**src/rtl/axil_mem_master_if.sv**
```systemverilog
// axil_mem_master_if: AXI-Lite bus bundle between the memory master and the RAM slave
//   master modport: drives AW/W/AR valid+payload and B/R ready
//   slave modport : drives AW/W/AR ready and B/R valid+payload
interface axil_mem_master_if;
    logic [31:0] awaddr;
    logic        awvalid;
    logic        awready;
    logic [31:0] wdata;
    logic        wvalid;
    logic        wready;
    logic [1:0]  bresp;
    logic        bvalid;
    logic        bready;
    logic [31:0] araddr;
    logic        arvalid;
    logic        arready;
    logic [31:0] rdata;
    logic [1:0]  rresp;
    logic        rvalid;
    logic        rready;
    modport master (
        output awaddr, awvalid, wdata, wvalid, bready, araddr, arvalid, rready,
        input  awready, wready, bresp, bvalid, arready, rdata, rresp, rvalid
    );
    modport slave (
        input  awaddr, awvalid, wdata, wvalid, bready, araddr, arvalid, rready,
        output awready, wready, bresp, bvalid, arready, rdata, rresp, rvalid
    );
endinterface

```
**src/rtl/axil_mem_master.sv**
```systemverilog
// axil_mem_master: turns single-beat CPU load/store requests into AXI-Lite transactions
//   clk, rst                 : clock, asynchronous active-high reset
//   req_*                    : CPU request (valid/ready, we, byte addr, store data)
//   resp_*                   : one-cycle completion pulse with load data and error flag
//   timeout_err              : sticky watchdog flag, cleared only by rst
//   m                        : AXI-Lite master port (one transaction outstanding)
module axil_mem_master #(
    parameter int TIMEOUT     = 256,
    parameter bit ALIGN_CHECK = 1'b1
) (
    input  logic                      clk,
    input  logic                      rst,
    input  logic                      req_valid,
    output logic                      req_ready,
    input  logic                      req_we,
    input  logic [31:0]               req_addr,
    input  logic [31:0]               req_wdata,
    output logic                      resp_valid,
    output logic [31:0]               resp_rdata,
    output logic                      resp_err,
    output logic                      timeout_err,
    axil_mem_master_if.master         m
);
    typedef enum logic [2:0] {IDLE, WRITE, READ, RESP, HALT} state_t;

    state_t      state_q, state_d;
    logic [31:0] addr_q, addr_d, wdata_q, wdata_d, rdata_q, rdata_d;
    logic        awvalid_q, awvalid_d, wvalid_q, wvalid_d, bready_q, bready_d;
    logic        arvalid_q, arvalid_d, rready_q, rready_d;
    logic        aw_done_q, aw_done_d, w_done_q, w_done_d, b_done_q, b_done_d;
    logic        err_q, err_d, timeout_q, timeout_d;
    logic        req_ready_q, req_ready_d, resp_valid_q, resp_valid_d, resp_err_q, resp_err_d;
    logic [15:0] wd_q, wd_d, wd_next;
    logic        aw_hs, w_hs, b_hs, ar_hs, r_hs, wd_fire;

    assign aw_hs = awvalid_q && m.awready;
    assign w_hs  = wvalid_q && m.wready;
    assign b_hs  = bready_q && m.bvalid;
    assign ar_hs = arvalid_q && m.arready;
    assign r_hs  = rready_q && m.rvalid;

    // Any handshake restarts the watchdog window.
    assign wd_next = (aw_hs || w_hs || b_hs || ar_hs || r_hs) ? 16'd0 : wd_q + 16'd1;
    assign wd_fire = (TIMEOUT != 0) && (wd_next == 16'(TIMEOUT));

    always_comb begin
        state_d      = state_q;
        addr_d       = addr_q;
        wdata_d      = wdata_q;
        rdata_d      = rdata_q;
        awvalid_d    = awvalid_q;
        wvalid_d     = wvalid_q;
        bready_d     = bready_q;
        arvalid_d    = arvalid_q;
        rready_d     = rready_q;
        aw_done_d    = aw_done_q;
        w_done_d     = w_done_q;
        b_done_d     = b_done_q;
        err_d        = err_q;
        timeout_d    = timeout_q;
        req_ready_d  = req_ready_q;
        resp_valid_d = 1'b0;
        resp_err_d   = 1'b0;
        wd_d         = wd_q;
        case (state_q)
            IDLE: begin
                if (req_valid && req_ready_q) begin
                    addr_d      = req_addr;
                    wdata_d     = req_wdata;
                    req_ready_d = 1'b0;
                    aw_done_d   = 1'b0;
                    w_done_d    = 1'b0;
                    b_done_d    = 1'b0;
                    err_d       = 1'b0;
                    wd_d        = '0;
                    if (ALIGN_CHECK && req_addr[1:0] != 2'b00) begin
                        state_d      = RESP;
                        resp_valid_d = 1'b1;
                        resp_err_d   = 1'b1;
                        rdata_d      = '0;
                    end else if (req_we) begin
                        state_d   = WRITE;
                        awvalid_d = 1'b1;
                        wvalid_d  = 1'b1;
                        bready_d  = 1'b1;
                    end else begin
                        state_d   = READ;
                        arvalid_d = 1'b1;
                        rready_d  = 1'b1;
                    end
                end
            end
            WRITE: begin
                wd_d      = wd_next;
                aw_done_d = aw_done_q || aw_hs;
                w_done_d  = w_done_q || w_hs;
                b_done_d  = b_done_q || b_hs;
                awvalid_d = awvalid_q && !aw_hs;
                wvalid_d  = wvalid_q && !w_hs;
                if (b_hs) err_d = m.bresp != 2'b00;
                // B may arrive in the same cycle as the last AW/W handshake.
                if (aw_done_d && w_done_d && b_done_d) begin
                    state_d      = RESP;
                    bready_d     = 1'b0;
                    resp_valid_d = 1'b1;
                    resp_err_d   = err_d;
                    rdata_d      = '0;
                end
            end
            READ: begin
                wd_d      = wd_next;
                arvalid_d = arvalid_q && !ar_hs;
                if (r_hs) begin
                    state_d      = RESP;
                    arvalid_d    = 1'b0;
                    rready_d     = 1'b0;
                    rdata_d      = m.rdata;
                    resp_valid_d = 1'b1;
                    resp_err_d   = m.rresp != 2'b00;
                end
            end
            RESP: begin
                state_d     = timeout_q ? HALT : IDLE;
                req_ready_d = !timeout_q;
            end
            HALT: begin
                state_d = HALT;
            end
            default: state_d = IDLE;
        endcase
        // Watchdog only fires if the transaction did not complete this cycle.
        if ((state_q == WRITE || state_q == READ) && state_d == state_q && wd_fire) begin
            state_d      = RESP;
            awvalid_d    = 1'b0;
            wvalid_d     = 1'b0;
            bready_d     = 1'b0;
            arvalid_d    = 1'b0;
            rready_d     = 1'b0;
            resp_valid_d = 1'b1;
            resp_err_d   = 1'b1;
            rdata_d      = '0;
            timeout_d    = 1'b1;
        end
    end

    always_ff @(posedge clk or posedge rst) begin
        if (rst) begin
            state_q      <= IDLE;
            addr_q       <= '0;
            wdata_q      <= '0;
            rdata_q      <= '0;
            awvalid_q    <= 1'b0;
            wvalid_q     <= 1'b0;
            bready_q     <= 1'b0;
            arvalid_q    <= 1'b0;
            rready_q     <= 1'b0;
            aw_done_q    <= 1'b0;
            w_done_q     <= 1'b0;
            b_done_q     <= 1'b0;
            err_q        <= 1'b0;
            timeout_q    <= 1'b0;
            req_ready_q  <= 1'b1;
            resp_valid_q <= 1'b0;
            resp_err_q   <= 1'b0;
            wd_q         <= '0;
        end else begin
            state_q      <= state_d;
            addr_q       <= addr_d;
            wdata_q      <= wdata_d;
            rdata_q      <= rdata_d;
            awvalid_q    <= awvalid_d;
            wvalid_q     <= wvalid_d;
            bready_q     <= bready_d;
            arvalid_q    <= arvalid_d;
            rready_q     <= rready_d;
            aw_done_q    <= aw_done_d;
            w_done_q     <= w_done_d;
            b_done_q     <= b_done_d;
            err_q        <= err_d;
            timeout_q    <= timeout_d;
            req_ready_q  <= req_ready_d;
            resp_valid_q <= resp_valid_d;
            resp_err_q   <= resp_err_d;
            wd_q         <= wd_d;
        end
    end

    assign req_ready   = req_ready_q;
    assign resp_valid  = resp_valid_q;
    assign resp_rdata  = rdata_q;
    assign resp_err    = resp_err_q;
    assign timeout_err = timeout_q;
    assign m.awaddr    = addr_q;
    assign m.awvalid   = awvalid_q;
    assign m.wdata     = wdata_q;
    assign m.wvalid    = wvalid_q;
    assign m.bready    = bready_q;
    assign m.araddr    = addr_q;
    assign m.arvalid   = arvalid_q;
    assign m.rready    = rready_q;
endmodule

```
**src/flat_wrapper.sv**
```systemverilog
// flat-port wrapper written by rule: the top's interface ports become plain ports
module axil_mem_master_flat 
#(
    parameter int TIMEOUT     = 256,
    parameter bit ALIGN_CHECK = 1'b1
)
  (clk, rst, req_valid, req_ready, req_we, req_addr, req_wdata, resp_valid, resp_rdata, resp_err, timeout_err, m_awaddr, m_awvalid, m_wdata, m_wvalid, m_bready, m_araddr, m_arvalid, m_rready, m_awready, m_wready, m_bresp, m_bvalid, m_arready, m_rdata, m_rresp, m_rvalid);
  axil_mem_master_if m_i ();
  input  logic clk;
  input  logic rst;
  input  logic req_valid;
  output logic req_ready;
  input  logic req_we;
  input  logic [31:0] req_addr;
  input  logic [31:0] req_wdata;
  output logic resp_valid;
  output logic [31:0] resp_rdata;
  output logic resp_err;
  output logic timeout_err;
  output wire logic [$bits(m_i.awaddr)-1:0] m_awaddr;
  output wire logic [$bits(m_i.awvalid)-1:0] m_awvalid;
  output wire logic [$bits(m_i.wdata)-1:0] m_wdata;
  output wire logic [$bits(m_i.wvalid)-1:0] m_wvalid;
  output wire logic [$bits(m_i.bready)-1:0] m_bready;
  output wire logic [$bits(m_i.araddr)-1:0] m_araddr;
  output wire logic [$bits(m_i.arvalid)-1:0] m_arvalid;
  output wire logic [$bits(m_i.rready)-1:0] m_rready;
  input wire logic [$bits(m_i.awready)-1:0] m_awready;
  input wire logic [$bits(m_i.wready)-1:0] m_wready;
  input wire logic [$bits(m_i.bresp)-1:0] m_bresp;
  input wire logic [$bits(m_i.bvalid)-1:0] m_bvalid;
  input wire logic [$bits(m_i.arready)-1:0] m_arready;
  input wire logic [$bits(m_i.rdata)-1:0] m_rdata;
  input wire logic [$bits(m_i.rresp)-1:0] m_rresp;
  input wire logic [$bits(m_i.rvalid)-1:0] m_rvalid;
  assign m_awaddr = m_i.awaddr;
  assign m_awvalid = m_i.awvalid;
  assign m_wdata = m_i.wdata;
  assign m_wvalid = m_i.wvalid;
  assign m_bready = m_i.bready;
  assign m_araddr = m_i.araddr;
  assign m_arvalid = m_i.arvalid;
  assign m_rready = m_i.rready;
  assign m_i.awready = m_awready;
  assign m_i.wready = m_wready;
  assign m_i.bresp = m_bresp;
  assign m_i.bvalid = m_bvalid;
  assign m_i.arready = m_arready;
  assign m_i.rdata = m_rdata;
  assign m_i.rresp = m_rresp;
  assign m_i.rvalid = m_rvalid;
  axil_mem_master #(.TIMEOUT(TIMEOUT), .ALIGN_CHECK(ALIGN_CHECK)) u_core (.clk(clk), .rst(rst), .req_valid(req_valid), .req_ready(req_ready), .req_we(req_we), .req_addr(req_addr), .req_wdata(req_wdata), .resp_valid(resp_valid), .resp_rdata(resp_rdata), .resp_err(resp_err), .timeout_err(timeout_err), .m(m_i));
endmodule
```
**config.mk**
```make
export PLATFORM = sky130hd
export DESIGN_NAME = axil_mem_master_flat
export DESIGN_NICKNAME = d
export VERILOG_FILES = /design/src/rtl/axil_mem_master_if.sv /design/src/rtl/axil_mem_master.sv /design/src/flat_wrapper.sv
export SDC_FILE = /design/constraint.sdc
export NUM_CORES = 1
export LEC_CHECK = 0
export CORE_ASPECT_RATIO = 1.4
export CORE_UTILIZATION = 43
export DETAILED_ROUTE_END_ITERATION = 8
export PLACE_DENSITY = 0.93
export SYNTH_ARGS = -nofsm -noshare
export SYNTH_HDL_FRONTEND = slang
export SYNTH_SLANG_ARGS = --single-unit
export TNS_END_PERCENT = 30
```
**constraint.sdc**
```tcl
create_clock -name clk -period 5.7 [get_ports clk]
set_clock_uncertainty 0.05 [all_clocks]
set_input_delay 0.855 -clock clk [delete_from_list [all_inputs] [get_ports clk]]
set_output_delay 0.855 -clock clk [all_outputs]
set_load 0.01 [all_outputs]
```
# Word level (Yosys, flattened, before mapping)
# Cells that the tools add are included.
# totals
mem_bits_ro	0
input_bits	109
ram_bits	0
elab_cells	131
output_inout_bits	137
latchBits	0
ff_bits	128
mem_count	0
# classes
div_mod_pow	0
n_shift	0
multipliers	0
n_addsub	1
mux	53
bitwise	0
order_cmp	0
n_eq_ne	14
n_reduce_logical	45
# ops
operator	n
$mux 32	5
$pmux 32 s3	1
$mux 16	2
$pmux 16 s2	1
$mux 1	24
$pmux 1 s2	10
$mux 3	6
$add 16x1->16 const B	1
$eq 16x9->1 const B	1
$pmux 3 s5	1
$reduce_and 5->1	3
$logic_and 1x1->1	13
$ne 3x2->1 const B	4
$reduce_bool 2->1	6
$logic_or 1x1->1	8
$reduce_and 2->1	4
$reduce_and 4->1	2
$eq 3x2->1 const B	2
$ne 3x1->1 const B	2
$pmux 1 s3	2
$reduce_bool 3->1	2
$logic_not 1->1	4
$reduce_bool 4->1	1
$eq 3x1->1 const B	1
7 further kinds	7

# Logic depth before layout (Yosys ltp)
# Gate-level depths: netlist of the first run.
# depth
depth_word	11
ltp_mapped	9
ltp_nobuf	7

# Worst setup path before layout of the first run
# OpenSTA, ideal clock, no wires.
# synth_timing
path_kind	input port to flip-flop
start	input port m_rvalid
end	register u_core.rdata_q[1] (netlist: u_core.resp_rdata[1])
setup_time_ps	121
n_path_buf	1
arrival_time_ps	2560
slack_ps	2969
required_time_ps	5529
path_stages	7
path_cell_list	a222oi_1 > and4b_1 > o21ai_1 > a2111o_1 > a211oi_4 > buf_6 > nor2_1
# synth_between
elab_chain_cells	8
elab_cells_between_ends	16
classes_between	eq/ne (6); mux (4); reduce/logical (6)
# synth_lines
item	line_no	text
from (decl)	flat_wrapper.sv:35	input wire logic [$bits(m_i.rvalid)-1:0] m_rvalid;
$logic_and 1x1->1 (*)	axil_mem_master.sv:40	assign r_hs = rready_q && m.rvalid;
$mux 3	axil_mem_master.sv:113	if (r_hs) begin
$pmux 3 s5	axil_mem_master.sv:65	case (state_q)
$eq 3x3->1	axil_mem_master.sv:132	if ((state_q == WRITE || state_q == READ) && state_d == state_q && wd_fire) begin
$logic_and 1x1->1 (2 in series)	axil_mem_master.sv:132	
$ne 3x1->1 (no line), or another cell as far along	-	
$reduce_and 5->1 (no line)	-	
to (signal assigned)	axil_mem_master.sv:170	rdata_q <= rdata_d;
to (decl)	axil_mem_master.sv:27	logic [31:0] addr_q, addr_d, wdata_q, wdata_d, rdata_q, rdata_d;
# Mark *: on every way between the ends. The rest lies on a longest branch, timed or not.
# A chain may end at the register's enable or synchronous reset.

# Worst setup path in the final report of the first run
# layout_timing
start	input port m_rvalid
end	register u_core.rdata_q[12] (netlist: u_core.resp_rdata[12])
# Same word-level chain as after synthesis.

==> metrics.csv, run 1 <==
metric;value;unit
drv_cap;0;
final_cell_mix;clkdlybuf4s50_1, nand2_1, dfrtp_1, nor2_1, a22oi_1;
drt-initial-drc-count;564;
met2_length;9.27;mm
final.setup.tns;0;ns
antenna_found_initial;0;
synthesis.nets;755;
avgViaCountPerCell;5.33;
hold_buffers;0;
cts_root_buffer;clkbuf_16;
setup_viol;0;
finalCriticalPeriod;3.46;ns
grt_max_degree;74;
row_count;49;
rsz0062_at_grt;no;
die_x;100;um
hold_viol_final;0;
path_buf_inv;2;
wl_met3;1.18;mm
slowest_delay;0.53;ns
syn_to_final_growth;51.0;%
synthFlopType;dfrtp_1;
final_max_slew_viol_count;0;
final_net_count;956;
vias;5525;
slew_headroom;0.235;
pwr_density_cell;248;mW/mm^2
total_power;2.17;mW
die_area;0.0139;mm^2
io_buffers;245;
clock_latency;0.42;ns
worst_path_max_delay_cell;a2111o_1;
syn_avg_cell_area;8.98;um^2
synth_top_area_share;0.549;
grt_pass1_wl;27.7;mm
syn_area;0.00579;mm^2
n_antenna_cell;0;
cts-resized-gates;0;
grt_overflow_total;0;
cts_tree;built;
layout.cells.non_filler;1037;
hold_path_class;reg2reg;
dp.cells;1005;
synthCells;645;
synthTopCellsByArea;dfrtp_1, nand2_1, a22oi_1, buf_4, nor2_1;
worstPathRequired;5.93;ns
clock_path_buffers;2;
ys_warn_count;0;
cts_buffers;17;
routedWlPerCell;17.1;um
gp_congestion;0.868;
drc;0;
peakVddDrop;0.193;mV
synth-seq-cells;128;
path_max_fanout;36;
p_leak;4.01;nW
status;finished, final reports clean;
layout_commonest_cell;clkdlybuf4s50_1;
crit_path_end_kind;flop;
fin_crit_sh;0.608;
grt_pass1_vias;5509;
worstPathArrival;3.70;ns
dpl.hpwl;12.2;mm
post-place-ws;1.90;ns
synth-seq-area-share;0.553;
wirelength;17.7;mm
synth-async-reset-ratio;1.00;
htree_levels;4;
cts_setup_buffers;0;
ant_nets;0;
ioPinCount;246;
first_pass_iters;5;
yosysTopAreaCell;dfrtp_1;
die_h;139;um
clk_pin_slew;0.06;ns
path_class;in2reg;
synth_edf_count;0;
tightest_slew;1.14;ns
grt_use_total;0.257;
hold_slack;0.422;ns
cp-start-kind;primary input;
core_region_area;0.0130;mm^2
layout-drive-gt1-share;0.0536;
fin_ws;2.24;ns
synth_cell_types;46;
path_delay_family;compound AO/OA/AOI/OAI gates;
fmax;289;MHz
cts_sinks;128;
cp_cell_sequence;clkdlybuf4s50_1 -> a222oi_1 -> and4b_1 -> o21ai_1 -> a2111o_1 -> a211oi_4 -> buf_4 -> nor2_1;
met1_length;6.26;mm
top_layer;met4;
start_util;0.446;
n_fill_cell;895;
[path summary, 6_finish.rpt]
path	to	cells past startpoint	slack, ns	startpoint
max in group asynchronous	u_core.w_done_q	3	3.42	rst
min reg2reg	u_core.m.wdata[24]	2	0.42	u_core.m.wdata[24]
min	u_core.m.wdata[24]	2	0.42	u_core.m.wdata[24]
max reg2reg	u_core.resp_err	8	2.54	u_core.wd_q[0]
max	u_core.resp_rdata[12]	8	2.24	m_rvalid
min in group asynchronous	u_core.m.arvalid	2	0.93	rst
[stage by stage]
step	instance area, um^2	util
floorplan	5790	-
global placement	8110	0.624
detailed placement	8110	0.624
CTS	8740	0.673
global route	8740	0.673
finish	8740	0.673
[state kept, by name, summed over array words and instances (netlist names), 3 cells and up]
| register | flops |
|---|---|
| u_core.resp_rdata | 32 |
| u_core.m.araddr | 32 |
| u_core.state_q | 3 |
| u_core.m.wdata | 32 |
| u_core.wd_q | 16 |
[layer usage]
layer | up-vias | track usage
li1 | 2525 | -
met5 | - | 0
met3 | 91 | 0.0613
met4 | 0 | 0.146
met1 | 2618 | 0.281
met2 | 291 | 0.450
[power by group]
part           leakage (nW)  total [mW]  internal [mW]  switching (mW)
clock                 0.304        1.16          0.740           0.423
combinational          1.94      0.0985         0.0660          0.0325
sequential             1.78       0.909          0.909               0
[tightest hold or removal path: cells and delay by family (launching register included)]
kind,cells,cell delay [ns]
DFF,1,0.34
and+or+nand+nor,2,0.11
[cells by family (layout without fill, tap and decap cells)]
| group | count (synthesis) | after routing | share of synthesized area |
|---|---|---|---|
| XOR/XNOR | 10 | 10 | 0.0151 |
| multiplexers | 1 | 1 | 0.00173 |
| AND/OR/NAND/NOR | 330 | 330 | 0.236 |
| AO/OA/AOI/OAI | 103 | 103 | 0.118 |
| adder cells (fa/ha/maj) | 1 | 1 | 0.00216 |
| buffers and inverters | 72 | 286 | 0.0730 |
| flip-flops | 128 | 128 | 0.553 |
[layout make-up]
class                      instances  area [um^2]  area share
sequential                       128         3200       0.367
inverter                           4         17.5     0.00200
clock inverter                    14          204      0.0233
tap                              178          223      0.0255
multi-input combinational        445         2170       0.249
clock buffer                      18          429      0.0491
timing repair buffer             250         2490       0.285
[cell usage after synthesis (3+ instances only)]
cell        n
a31oi_1     8
xnor2_1     6
nand4_1     4
a22oi_1    33
a21oi_1    14
clkbuf_1   27
nor3_1     10
and4_1      3
inv_1       4
o21ai_0    27
buf_6       3
nor2_1     55
o31ai_1     8
and3_1      3
nor2b_1     3
xor2_1      4
nand2b_1    3
buf_4      33
nand2_1   222
buf_2       3
nand3_1    13
dfrtp_1   127
Power figures use the tool's default switching activity.
==> run 2, diff against run 1 <==
- CORE_UTILIZATION: 43 -> 39
- PLACE_DENSITY: 0.93 -> 0.89
- clock period: 5.7 -> 3 ns (I/O delays scaled with it)
==> metrics.csv, run 2 (synthesis results as in run 1) <==
metric;value;unit;change
status;finished, final reports clean;;
intPower;3.35;mW;+95%
stdcell_area;0.00889;mm^2;+1.7%
final_cell_mix;clkdlybuf4s50_1, nand2_1, dfrtp_1, nor2_1, a22oi_1;;
path_max_fanout;36;;unchanged
worstPathRequired;3.29;ns;-2.64 ns
setup_viol;0;;unchanged
die_area;0.0153;mm^2;+10%
routedWlPerCell;15.4;um;-9.9%
layout_commonest_cell;clkdlybuf4s50_1;;
avgViaCountPerCell;5.09;;-4.4%
core_region_area;0.0145;mm^2;+12%
hold_buffers;0;;unchanged
final.setup.tns;0;ns;unchanged
crit_path_end_kind;flop;;
cts_tree;built;;
pwr_density_cell;473;mW/mm^2;+90%
io_buffers;245;;unchanged
clk_pin_slew;0.06;ns;about the same
antenna_found_initial;1;;+1
first_pass_iters;5;;unchanged
cts_sinks;128;;unchanged
worstPathArrival;3.06;ns;-0.64 ns
gp_congestion;0.824;;-5.1%
die_h;146;um;+4.9%
tightest_slew;1.04;ns;-0.108 ns
final_max_slew_viol_count;0;;unchanged
grt_max_degree;70;;-5.4%
wirelength;16.2;mm;-8.2%
fmax;362;MHz;
drv_cap;0;;unchanged
cts_buffers;17;;unchanged
hold_slack;0.386;ns;-0.0365 ns
dpl.hpwl;11.6;mm;-4.2%
comb_power_share;0.045;;about the same
row_count;52;;+6.1%
p_leak;4.08;nW;+1.7%
grt_pass1_vias;5226;;-5.1%
peakVddDrop;0.419;mV;+120%
drt-initial-drc-count;409;;-27%
dp.cells;1024;;+1.9%
final_net_count;964;;+0.84%
start_util;0.399;;-0.0464
cp-start-kind;flop;;
htree_levels;4;;unchanged
layout.cells.non_filler;1057;;+1.9%
final_util;0.613;;-0.0597
clockPowerShare;0.544;;+0.008
die_x;105;um;+4.9%
hold_viol_final;0;;unchanged
power_switching;0.855;mW;+88%
cts_root_buffer;clkbuf_16;;
rsz0062_at_grt;no;;
path_class;reg2reg;;
syn_to_final_growth;53.5;%;
slew_headroom;0.306;;+0.0711
swShare;0.203;;-0.00660
ant_nets;0;;unchanged
dpl_cell_area;0.00823;mm^2;+1.5%
hold_path_class;in2async;;
clock_latency;0.41;ns;about the same
ioPinCount;246;;unchanged
grt_use_total;0.217;;-0.0396
finalCriticalPeriod;2.76;ns;
layout-drive-gt1-share;0.0623;;+0.00873
vias;5382;;-2.6%
cts-resized-gates;0;;unchanged
drc;0;;unchanged
fin_crit_sh;0.921;;
clock_path_buffers;2;;unchanged
grt_overflow_total;0;;unchanged
cts_setup_buffers;0;;unchanged
sequentialPowerShare;0.411;;-0.008
grt_pass1_wl;26.4;mm;-4.8%
[run 2: cell types whose count changed in the layout (fill, tap and decap cells not counted), sizes merged]
cell	previous run	this run
buf	5	13
bufinv	4	5
diode	0	1
inv	9	8
[run 2: critical path, stage by stage, from the launching register on]
cell,delay [ns]
dfrtp_1,0.43
ha_1,0.28
nand3_1,0.25
o21a_1,0.28
nor4_1,0.40
nand4_1,0.29
a211oi_4,0.34
buf_12,0.22
or3_1,0.14
[run 2: through the flow]
step                      worst slack (ns)  power, mW
after floorplan                      0.523       1.79
after global placement               0.204       1.95
after detailed placement             0.140       1.95
after CTS                            0.291       4.24
after global routing               0.00206       4.35
final                                0.238       4.20
[run 2: power groups by stage]
stage	clock network [mW]	registers, mW	logic [mW]
3_3_place_gp	0	1.76	0.190
5_1_grt	2.42	1.73	0.205
3_5_place_dp	0	1.76	0.192
4_1_cts	2.32	1.73	0.193
6_report	2.29	1.73	0.190
2_1_floorplan	0	1.76	0.0290
[run 2: metal layers]
layer / part of all wire / GRT usage
met5: 0 / 0
met4: 0.029 / 0.0887
met3: 0.064 / 0.0585
met1: 0.38 / 0.248
met2: 0.53 / 0.382
[run 2: path summary, 6_finish.rpt]
| kind | from | end | slack [ns] | cells past startpoint |
|---|---|---|---|---|
| worst max-delay path | u_core.wd_q[1] | u_core.resp_err | 0.24 | 8 |
| worst min-delay path | rst | u_core.m.wdata[4] | 0.39 | 2 |
| worst max register to register | u_core.wd_q[1] | u_core.resp_err | 0.24 | 8 |
| worst min register to register | u_core.m.wdata[31] | u_core.m.wdata[31] | 0.42 | 2 |
| max in group asynchronous | rst | u_core.req_ready | 1.75 | 3 |
| min in group clk | u_core.m.wdata[31] | u_core.m.wdata[31] | 0.42 | 2 |
[run 2: cell type report]
| type | instances | area [um^2] |
|---|---|---|
| flip-flops and latches | 128 | 3200 |
| inverters | 4 | 18.8 |
| clock buffers | 18 | 429 |
| repair buffers | 258 | 2600 |
| multi-input cells | 445 | 2170 |
| clock inverters | 14 | 226 |
| diodes | 1 | 2.50 |
| fillers | 1129 | 5620 |
| well taps | 189 | 236 |
